--- src/rtl/ibex_ifq_pkg.sv ---
// ibex_ifq_pkg: shared types and constants for the IF/ID instruction queue.
package ibex_ifq_pkg;

    localparam int unsigned IFQ_MAX_DEPTH  = 16;
    localparam int unsigned IFQ_RDATA_C_W  = 16;
    localparam int unsigned IFQ_MAX_ADDR_W = 32;

    typedef struct packed {
        logic [IFQ_MAX_ADDR_W-1:0] pc;
        logic [31:0]               rdata;
        logic [IFQ_RDATA_C_W-1:0]  rdata_c;
        logic                      is_compressed;
        logic                      illegal_c;
        logic                      err;
    } ifq_entry_t;

    // A single-entry queue still needs a 1-bit pointer.
    function automatic int unsigned ifq_ptr_w(input int unsigned depth);
        return depth > 1 ? $clog2(depth) : 1;
    endfunction

endpackage

--- src/rtl/ibex_ifq_ptr.sv ---
// ibex_ifq_ptr: queue pointer that wraps from DEPTH-1 to 0, so any DEPTH works.
module ibex_ifq_ptr
    import ibex_ifq_pkg::*;
#(
    parameter int unsigned  DEPTH = 2,
    localparam int unsigned PTR_W = ifq_ptr_w(DEPTH)
) (
    input  logic             clk_i,
    input  logic             rst_ni,
    input  logic             inc,
    input  logic             clr,
    output logic [PTR_W-1:0] ptr
);

    always_ff @(posedge clk_i or negedge rst_ni) begin
        if (!rst_ni) ptr <= '0;
        else if (clr) ptr <= '0;
        else if (inc) ptr <= (ptr == PTR_W'(DEPTH - 1)) ? '0 : ptr + PTR_W'(1);
    end

endmodule

--- src/rtl/ibex_if_id_queue.sv ---
// ibex_if_id_queue: DEPTH-entry IF/ID instruction queue; IBEX_IFQ_BYPASS_EN adds empty-queue pass-through.
module ibex_if_id_queue
    import ibex_ifq_pkg::*;
#(
    parameter int unsigned  DEPTH  = 2,
    parameter int unsigned  ADDR_W = 32,
    localparam int unsigned CNT_W  = $clog2(DEPTH + 1)
) (
    input  logic                     clk_i,
    input  logic                     rst_ni,
    input  logic                     flush_i,
    input  logic                     in_valid_i,
    output logic                     in_ready_o,
    input  logic [ADDR_W-1:0]        in_pc_i,
    input  logic [31:0]              in_rdata_i,
    input  logic [IFQ_RDATA_C_W-1:0] in_rdata_c_i,
    input  logic                     in_is_compressed_i,
    input  logic                     in_illegal_c_i,
    input  logic                     in_err_i,
    output logic                     out_valid_o,
    input  logic                     out_ready_i,
    output logic [ADDR_W-1:0]        out_pc_o,
    output logic [31:0]              out_rdata_o,
    output logic [IFQ_RDATA_C_W-1:0] out_rdata_c_o,
    output logic                     out_is_compressed_o,
    output logic                     out_illegal_c_o,
    output logic                     out_err_o,
    output logic                     out_new_o,
    output logic [CNT_W-1:0]         occupancy_o,
    output logic                     busy_o
);

    localparam int unsigned PTR_W = ifq_ptr_w(DEPTH);

    if (DEPTH < 1 || DEPTH > IFQ_MAX_DEPTH || ADDR_W > IFQ_MAX_ADDR_W) begin : g_bad_param
        $error("ibex_if_id_queue: DEPTH must be 1..16 and ADDR_W at most 32");
    end

    ifq_entry_t       mem_q [DEPTH];
    ifq_entry_t       in_entry, head;
    logic [CNT_W-1:0] count_q;
    logic [PTR_W-1:0] wr_ptr, rd_ptr;
    logic             presented_q, empty, full, byp, push, pop, store, take;

    assign in_entry = '{
        pc:            IFQ_MAX_ADDR_W'(in_pc_i),
        rdata:         in_rdata_i,
        rdata_c:       in_rdata_c_i,
        is_compressed: in_is_compressed_i,
        illegal_c:     in_illegal_c_i,
        err:           in_err_i
    };

    assign empty = count_q == '0;
    assign full  = count_q == CNT_W'(DEPTH);

`ifdef IBEX_IFQ_BYPASS_EN
    assign byp = empty & in_valid_i & ~flush_i;
`else
    assign byp = 1'b0;
`endif

    assign in_ready_o  = ~full & ~flush_i;
    assign out_valid_o = (~empty | byp) & ~flush_i;
    assign push        = in_valid_i & in_ready_o;
    assign pop         = out_valid_o & out_ready_i;
    // A bypassed instruction consumed this cycle is never written to storage.
    assign store       = push & ~(byp & out_ready_i);
    assign take        = pop & ~byp;

    assign head                = byp ? in_entry : mem_q[rd_ptr];
    assign out_pc_o            = head.pc[ADDR_W-1:0];
    assign out_rdata_o         = head.rdata;
    assign out_rdata_c_o       = head.rdata_c;
    assign out_is_compressed_o = head.is_compressed;
    assign out_illegal_c_o     = head.illegal_c;
    assign out_err_o           = head.err;
    assign out_new_o           = out_valid_o & ~presented_q;
    assign occupancy_o         = count_q;
    assign busy_o              = ~empty;

    ibex_ifq_ptr #(.DEPTH(DEPTH)) u_wr_ptr (
        .clk_i  (clk_i),
        .rst_ni (rst_ni),
        .inc    (store),
        .clr    (flush_i),
        .ptr    (wr_ptr)
    );

    ibex_ifq_ptr #(.DEPTH(DEPTH)) u_rd_ptr (
        .clk_i  (clk_i),
        .rst_ni (rst_ni),
        .inc    (take),
        .clr    (flush_i),
        .ptr    (rd_ptr)
    );

    always_ff @(posedge clk_i or negedge rst_ni) begin
        if (!rst_ni) count_q <= '0;
        else if (flush_i) count_q <= '0;
        else if (store & ~take) count_q <= count_q + CNT_W'(1);
        else if (take & ~store) count_q <= count_q - CNT_W'(1);
    end

    always_ff @(posedge clk_i or negedge rst_ni) begin
        if (!rst_ni) presented_q <= 1'b0;
        else if (flush_i | pop) presented_q <= 1'b0;
        else if (out_valid_o & ~out_ready_i) presented_q <= 1'b1;
    end

    always_ff @(posedge clk_i or negedge rst_ni) begin
        if (!rst_ni) begin
            for (int i = 0; i < DEPTH; i++) mem_q[i] <= '0;
        end else if (store) begin
            mem_q[wr_ptr] <= in_entry;
        end
    end

endmodule

--- config.mk ---
export PLATFORM = sky130hd
export DESIGN_NAME = ibex_if_id_queue
export DESIGN_NICKNAME = d
export VERILOG_FILES = /design/src/rtl/ibex_ifq_pkg.sv /design/src/rtl/ibex_ifq_ptr.sv /design/src/rtl/ibex_if_id_queue.sv
export SDC_FILE = /design/constraint.sdc
export NUM_CORES = 1
export LEC_CHECK = 0
export ABC_AREA = 1
export CAP_MARGIN = 40
export CORE_ASPECT_RATIO = 0.75
export CORE_MARGIN = 8
export CORE_UTILIZATION = 54
export DETAILED_ROUTE_END_ITERATION = 6
export GPL_TIMING_DRIVEN = 0
export PLACE_DENSITY = 0.85
export SLEW_MARGIN = 25
export SYNTH_ARGS = -nofsm -noshare
export SYNTH_HDL_FRONTEND = slang
export SYNTH_SLANG_ARGS = --single-unit
--- constraint.sdc ---
create_clock -name clk_i -period 2.4 [get_ports clk_i]
set_clock_uncertainty 0.2 [all_clocks]
set_input_delay 0.48 -clock clk_i [delete_from_list [all_inputs] [get_ports clk_i]]
set_output_delay 0.48 -clock clk_i [all_outputs]
set_load 0.01 [all_outputs]
== Yosys cells after proc, flatten, opt, wreduce, memory -nomap -nowiden ==
Index checks and enable logic that the tools add are counted.

* Reduce and logical (&&, ||, !) cells: 6
* Bitwise gates (word level): 18
* Magnitude comparators: 3
* Add/subtract/negate cells: 4
* Multiplexer cells: 17
* Equal/unequal tests: 1

{| class="wikitable"
|+ Operators by type and width
! kind !! count
|-
| 83-bit two-way mux || 4
|-
| 166-bit bitwise mux || 1
|-
| 83-bit demux with 1-bit select || 1
|-
| 1-bit AND || 8
|-
| 1-bit two-way mux || 8
|-
| 1-bit NOT || 7
|-
| 2-bit two-way mux || 3
|-
| 2-bit nonzero test || 3
|-
| 2-bit >= comparator, second input constant || 2
|-
| 1-bit NOT with 2-bit output || 2
|-
| 3-bit nonzero test || 1
|-
| 1-bit adder, second input constant || 2
|-
| 2-bit by 1-bit adder with 2-bit output, second input constant || 1
|-
| 2-bit == test, second input constant || 1
|-
| 2-bit logical NOT || 1
|-
| 2-bit by 1-bit < comparator with 1-bit output, second input constant || 1
|-
| 2-bit by 1-bit subtractor with 2-bit output, second input constant || 1
|-
| 1-bit logical AND || 1
|-
| 1-bit bitwise OR || 1
|}

* Register bits after elaboration: 171
* Word-level logic and storage cells: 65
* Input bits: 88

== Logic depth before layout (Yosys ltp) ==
Gate-level depths: netlist of run 1.

* Depth after elaboration: 9
* Gate-level depth with buffers: 9

== Hierarchy ==
From an unflattened synthesis of run 1, not the netlist that was laid out.

* Cell total of the unflattened synthesis: 760
* Area, all modules: 8155.3 um^2

{| class="wikitable"
|+ By module, submodules not included
! module !! area an instance (um^2) !! times used !! cells an instance !! sequential area each (um^2)
|-
| ibex_if_id_queue || 8067.7 || 1 || 748 || 4229.1
|-
| ibex_ifq_ptr || 43.8 || 2 || 6 || 25.0
|}

== Worst setup path before layout of run 1 ==
OpenSTA, ideal clock, no wires.

* Path kind: reg-to-output
* Start point: register u_rd_ptr.ptr
* End point: output out_pc_o[0]
* Arrival: 1.098 ns
* Slack: 0.622 ns
* Required time: 1.720 ns
* Cell stages (with the launch flop): 6
* Path through: dfrtp_1 > buf_2 > buf_2 > buf_2 > nand2_1 > o21ai_0

* Cells in the longest elaborated chain, start to end: 4

{| class="wikitable"
|+ Ends and longest elaborated chain
! what !! RTL line !! text
|-
| from (decl) || ibex_ifq_ptr.sv:12 || <nowiki>output logic [PTR_W-1:0] ptr</nowiki>
|-
| from (signal assigned) || ibex_ifq_ptr.sv:18 || <nowiki>else if (inc) ptr <= (ptr == PTR_W'(DEPTH - 1)) ? '0 : ptr + PTR_W'(1);</nowiki>
|-
| 1-bit NOT with 2-bit output (implied by the code) || ibex_if_id_queue.sv:71 || <nowiki>assign head = byp ? in_entry : mem_q[rd_ptr];</nowiki>
|-
| 83-bit two-way mux (implied by the code) (3 in a row) || ibex_if_id_queue.sv:71 ||
|-
| to (decl) || ibex_if_id_queue.sv:22 || <nowiki>output logic [ADDR_W-1:0] out_pc_o,</nowiki>
|}

Every way passes these cells. The select of a mux whose other input is x is not followed.

== Worst setup path in the final report of run 1 ==
* Start point: register u_rd_ptr.ptr
* End point: output out_pc_o[22]

Same word-level chain as after synthesis.

==> flow_metrics.py, run 1 <==
metrics = {
    "finish": {
        "seqCellArea_sq_um": 4282,
        "final_common_cell": "nand2_1",
        "final_cell_mix": "nand2_1, o21ai_0, dfrtp_1",
        "design_area_sq_um": 10010,
        "fin_nets": 1224,
        "num_antenna_cells": 0,
        "syn_to_final_growth_pct": 31.93,
        "drive_above_1_share_pct": 12.99,
        "multi_input_area_sq_um": 2669,
        "final.fill_count": 1087,
        "layout.cells.non_filler": 1322,
    },
    "critical_path": {
        "critPathMaxFanout": 10,
        "worst_setup_path_start_kind": "register",
        "arrival_ns": 1.75,
        "end_kind": "primary output",
        "r2r_slack_ns": 0.49,
        "timing.rr.end": "mem_q[63]$_DFFE_PN0P_",
        "setup.worst_path.class": "reg -> out",
        "r2r-start": "occupancy_o[1]$_DFFE_PN0P_",
        "crit_start": "u_rd_ptr.ptr$_DFFE_PN0N_",
        "crit_end": "out_pc_o[22]",
        "r2r_cells": 6,
        "required_ns": 1.72,
    },
    "die": {
        "core_region_area_sq_um": 13750,
        "initial_core_util_pct": 55.21,
        "fp.dieW_um": 152.9,
        "pin_count": 177,
        "placementRows": 37,
        "dieArea_sq_um": 18150,
        "die_y_um": 118.7,
    },
    "clock_network": {
        "clock_latency_ns": 0.41,
        "root_buffer": "clkbuf_16",
        "cts_buffers": 17,
        "clockBufferDepth": 2,
        "cts.htree.levels": 4,
        "clock-sinks": 171,
        "clk_pin_slew_worst_paths_ns": 0.06,
        "cts_tree": "yes",
    },
    "synth": {
        "synth_top_family_by_area": "simple AND/OR/NAND/NOR gates",
        "synth.area.top_cells": "dfrtp_1, nand2_1, o21ai_0",
        "synth_compound_gate_area_share_pct": 16.80,
        "ys_types": 18,
        "syn_nets": 1024,
        "syn_area_sq_um": 7591,
        "avgSynthCellArea_sq_um": 8.110,
        "synth-simple-area-share_pct": 18.00,
        "synth_cells": 936,
        "synth_top_area_cell": "dfrtp_1",
        "synth_top_area_share_pct": 56.37,
        "synth-seq-area-share_pct": 56.37,
        "synth-seq-cells": 171,
        "synth_adder_area_share_pct": 0,
        "synthMuxAreaShare_pct": 0,
        "synth_xor_area_share_pct": 0.1154,
        "yosysWarningCount": 0,
    },
    "grt": {
        "grt_pass1_wl_um": 37180,
        "grt-ovfl-total": 0,
        "antenna_found_initial": 0,
        "grt_max_degree": 95,
        "grt_use_total_pct": 24.93,
        "grt_pass1_vias": 7379,
    },
    "detailed_routing": {
        "vias_per_cell": 5.404,
        "ant_nets": 0,
        "drt_iter0_drc": 577,
        "wl_um": 22270,
        "wl_per_cell_um": 16.85,
        "drc": 0,
        "vias": 7144,
        "wl_met2_um": 10110,
        "wl_met1_um": 10130,
        "dr_wl_met3_um": 1862,
        "highest_layer": "met4",
        "firstDrtPassIters": 5,
    },
    "placed_design": {
        "place_ws_ns": -0.4142,
        "dp_hpwl_um": 15390,
        "portBuffers": 176,
        "placed_area_sq_um": 9604,
        "place_inst": 1288,
        "routabilityCongestion": 0.8253,
    },
    "worst_hold_path": {
        "hold_class": "reg -> reg",
        "hold_path_depth": 2,
    },
    "timing": {
        "relSlewSlack_pct": 59.32,
        "max_freq_mhz": 412.1,
        "timing.final.hold_violations": 0,
        "drv_slew": 0,
        "grt_setup_unrepaired": "true",
        "fin_crit_ns": 2.426,
        "worst_slew_pin_slew_ns": 0.6102,
        "min_period_over_period_pct": 101.1,
        "worst_slack_ns": -0.02642,
        "fin_setup_tns_ns": -0.02642,
        "setup_viol_count_final": 1,
    },
    "run": {
        "max_cap_violations": 0,
    },
    "power": {
        "p_leak_uw": 0.004852,
        "power.total_uw": 12070,
        "powerDensity_nw_per_um2": 1205,
        "clkPwrFrac_pct": 22.7,
        "peakVddDrop_uv": 717.5,
        "switchingPower_uw": 4518,
        "p_int_uw": 7547,
        "swShare_pct": 37.45,
        "seqPwrFrac_pct": 39.0,
        "power_frac_comb_pct": 38.3,
    },
    "run_status": {
        "violations": "setup timing",
        "outcome": "finished, violations left",
    },
}
-- metrics by stage --
stage	utilization [%]	hold slack [ns]
2_1_floorplan	-	-0.01559
3_5_place_dp	69.85	0.2869
3_3_place_gp	69.62	0.2806
4_1_cts	74.01	0.3019
5_1_grt	72.84	0.3263
6_report	72.84	0.2999
-- worst min path at each step --
stage | startpoint | endpoint | slack [ns]
2_1_floorplan | rst_ni | mem_q[0]$_DFFE_PN0P_ | -0.02
3_3_place_gp | mem_q[15]$_DFFE_PN0P_ | mem_q[15]$_DFFE_PN0P_ | 0.28
3_5_place_dp | rst_ni | mem_q[147]$_DFFE_PN0P_ | 0.29
4_1_cts | mem_q[14]$_DFFE_PN0P_ | mem_q[14]$_DFFE_PN0P_ | 0.30
5_1_grt | mem_q[5]$_DFFE_PN0P_ | mem_q[5]$_DFFE_PN0P_ | 0.33
6_report | mem_q[20]$_DFFE_PN0P_ | mem_q[20]$_DFFE_PN0P_ | 0.30
-- critical path, stage by stage (launching register included) --
cell and delay, ns:
dfrtp_2 0.45, clkbuf_1 0.36, o21ai_0 0.20, dlygate4sd2_1 0.32
-- metal layers --
layer | vias to the layer above | GRT usage (%)
li1 | 3356 | -
met1 | 3459 | 34.42
met2 | 313 | 38.85
met3 | 16 | 7.026
met4 | 0 | 4.932
met5 | - | 0
-- power by group through the flow --
stage	Combinational (uW)	Sequential, uW	Clock, uW
finish	4620	4700	2740
global route	5190	4840	2900
CTS	4730	4690	2760
detailed placement	5120	4720	0
global placement	4990	4680	0
floorplan	2510	4590	0
-- cells by family after synthesis --
logic type / count (synthesis)
buffers and inverters: 154
and+or+nand+nor: 356
DFF: 171
xor gates and xnor gates: 1
AOI/OAI and AO/OA: 254
-- layout make-up --
class	instances	share of cell area [%]
flip-flops and latches	171	42.75
multi-input cells	611	26.65
repair buffers	181	15.27
clock buffers	18	4.385
plain buffers	63	3.961
inverters	91	3.411
well taps	175	2.186
clock inverters	12	1.387
-- synth_stat cells --
master and n:
nand2_1 344, nor2_4 1, nor2_1 4, o22ai_1 1
o21bai_1 1, buf_2 13, inv_1 89, clkbuf_1 31
inv_2 2, nand3_4 1, buf_4 18, nand2_2 1
buf_1 1, o21ai_0 220, o21ai_1 32, xnor2_1 1
nand3_1 5, dfrtp_1 171
-- what timing repair did --
item | 4_1_cts | 5_1_grt
gates resized for setup | 196 | 136
gates cloned | 0 | 0
endpoints found under the hold margin | 77 | 0
endpoints found under the setup margin | 86 | 78
setup buffers | 3 | 0
hold buffers | 1 | 0
-- flip-flops by register name, summed over array words and instances, names as in the netlist --
register / flops
presented_q: 1
u_rd_ptr.ptr: 1
mem_q: 166
u_wr_ptr.ptr: 1
occupancy_o: 2
Power figures use the tool's default switching activity.
==> run 2, diff against run 1 <==
--- a/config.mk
+++ b/config.mk
@@ -17,3 +17,4 @@
 export SYNTH_ARGS = -nofsm -noshare
 export SYNTH_HDL_FRONTEND = slang
 export SYNTH_SLANG_ARGS = --single-unit
+export TNS_END_PERCENT = 10
==> run 2 against run 1 <==
  * The run now ends clean
  * Flip-flop and latch count stayed put
  * Cell count about the same
  * Sequential power about the same
  * Non-clock buffer count decreased by 1
  * Wire length decreased by 0.11%
  * Design area is 0.40% lower
  * Combinational power is essentially flat
  * Critical path depth grew 1
  * Worst setup slack improved by 0.034 ns
  * Die area did not move
  * Clock-buffer cell count stayed put
  * Critical path type unchanged
  * Highest routed layer unchanged
==> flow_metrics.py, run 2 (synthesis results as in run 1) <==
metrics = {
    "clock_network": {
        "clk_pin_slew_worst_paths_ns": 0.07,
        "cts_buffers": 17,
        "cts_tree": "yes",
        "clock_latency_ns": 0.41,
        "clockBufferDepth": 2,
        "clock-sinks": 171,
        "cts.htree.levels": 4,
        "root_buffer": "clkbuf_16",
    },
    "critical_path": {
        "end_kind": "primary output",
        "max_stage_delay_ns": 0.49,
        "arrival_ns": 1.71,
        "path_cells": "buf_4 -> buf_2 -> o21ai_0 -> dlygate4sd2_1",
        "critPathMaxFanout": 10,
        "critical-path-top-delay-family": "buffers and inverters",
        "cp_slowest_cell": "dfrtp_2",
        "r2r-start": "occupancy_o[0]$_DFFE_PN0P_",
        "crit_start": "u_rd_ptr.ptr$_DFFE_PN0N_",
        "required_ns": 1.72,
        "worst-path-buf-inv": 3,
        "setup.worst_path.class": "reg -> out",
        "worst_setup_path_start_kind": "register",
    },
    "finish": {
        "syn_to_final_growth_pct": 31.40,
        "num_antenna_cells": 0,
        "layout.cells.non_filler": 1321,
        "final_common_cell": "nand2_1",
        "regMostFlops": "mem_q",
        "drive_above_1_share_pct": 13.87,
        "fin_nets": 1223,
        "fin_util_pct": 72.55,
        "largest_reg_flops": 166,
        "design_area_sq_um": 9975,
        "final_cell_mix": "nand2_1, o21ai_0, dfrtp_1",
    },
    "placed_design": {
        "dp_hpwl_um": 15390,
        "place_inst": 1288,
        "routabilityCongestion": 0.8253,
        "placed_area_sq_um": 9604,
        "place_ws_ns": -0.4142,
        "portBuffers": 176,
    },
    "grt": {
        "grt_pass1_vias": 7361,
        "grt-ovfl-total": 0,
        "grt.met3_usage_pct": 7.062,
        "grt_max_degree": 95,
        "antenna_found_initial": 0,
        "grt_pass1_wl_um": 37140,
        "met2_usage_pct": 38.80,
        "grt_busiest_layer": "met2",
        "grt_use_total_pct": 24.90,
        "grt_util_met1_pct": 34.35,
    },
    "worst_hold_path": {
        "hold_class": "reg -> reg",
        "min-delay-start": "mem_q[30]$_DFFE_PN0P_",
    },
    "die": {
        "core_region_area_sq_um": 13750,
        "fp.dieW_um": 152.9,
        "dieArea_sq_um": 18150,
        "initial_core_util_pct": 55.21,
        "die_y_um": 118.7,
        "pin_count": 177,
        "placementRows": 37,
    },
    "timing": {
        "relSlewSlack_pct": 59.23,
        "fin_setup_tns_ns": 0,
        "setup_viol_count_final": 0,
        "min_period_over_period_pct": 99.70,
        "grt_setup_unrepaired": "true",
        "worst_slew_pin_slew_ns": 0.6116,
        "fin_crit_ns": 2.393,
        "max_freq_mhz": 417.9,
        "timing.final.hold_violations": 0,
        "drv_slew": 0,
        "worst_slack_ns": 0.007117,
    },
    "power": {
        "powerDensity_nw_per_um2": 1208,
        "p_leak_uw": 0.004832,
        "peakVddDrop_uv": 714.8,
    },
    "detailed_routing": {
        "vias": 7089,
        "vias_per_cell": 5.366,
        "ant_nets": 0,
        "drc": 0,
        "drt_iter0_drc": 556,
        "firstDrtPassIters": 7,
        "wl_per_cell_um": 16.84,
        "wl_um": 22250,
    },
    "run": {
        "max_cap_violations": 0,
    },
    "run_status": {
        "outcome": "finished clean",
    },
}
## run 2: routing by layer
layer  part of all wire, %  up-vias
li1                      -     3349
met4                  0.71        0
met3                   8.9       15
met2                    46      328
met1                    45     3397
met5                     0        -
## run 2: metrics by stage
stage	hold slack (ns)	total power [uW]
finish	0.2983	12050
global route	0.3263	12920
CTS	0.3019	12170
detailed placement	0.2869	9846
global placement	0.2806	9667
floorplan	-0.01559	7097
## run 2: worst reg2reg max path, cell delays in order (launching register included)
cell,delay [ns]
dfrtp_1,0.46
inv_2,0.08
nand2_2,0.07
nand3_4,0.15
buf_2,0.29
clkbuf_1,0.38
o21ai_0,0.15
nand2_1,0.08
## run 2: final timing paths
path | depth (start not counted) | slack [ns] | to
min in group asynchronous | 2 | 0.42 | mem_q[147]$_DFFE_PN0P_
max reg2reg | 7 | 0.49 | mem_q[63]$_DFFE_PN0P_
min reg2reg | 2 | 0.30 | mem_q[30]$_DFFE_PN0P_
max in group asynchronous | 3 | 0.70 | mem_q[28]$_DFFE_PN0P_
min | 2 | 0.30 | mem_q[30]$_DFFE_PN0P_
max | 4 | 0.007 | out_rdata_o[7]
## run 2: cell type report
| class | instances | area, sq um |
|---|---|---|
| inverters | 91 | 341.6 |
| repair buffers | 180 | 1489 |
| clock inverters | 12 | 138.9 |
| multi-input cells | 611 | 2669 |
| clock buffers | 18 | 439.2 |
| flip-flops and latches | 171 | 4280 |
| plain buffers | 63 | 397.9 |
| well taps | 175 | 219.0 |
| fillers | 1085 | 3775 |
## run 2: repair_timing
action	CTS	global route
hold buffers	1	0
setup buffers	1	0
hold endpoints to repair	77	0
resized for setup	183	170
gates cloned	0	1
endpoints found under the setup margin	86	78
pin swaps	0	1
## run 2: report_power, final
group          internal (uW)  switching (uW)  total (uW)
clock network           1560            1170        2740
registers               4170             525        4700
logic                   1790            2820        4620
==> run 3, diff against run 2 <==
--- a/config.mk
+++ b/config.mk
@@ -10,6 +10,7 @@
 export CORE_ASPECT_RATIO = 0.75
 export CORE_MARGIN = 8
 export CORE_UTILIZATION = 54
+export CTS_CLUSTER_SIZE = 40
 export DETAILED_ROUTE_END_ITERATION = 6
 export GPL_TIMING_DRIVEN = 0
 export PLACE_DENSITY = 0.85
==> results of run 3 <==
Same layout as run 2: the final DEF is identical, and so are final timing and power.
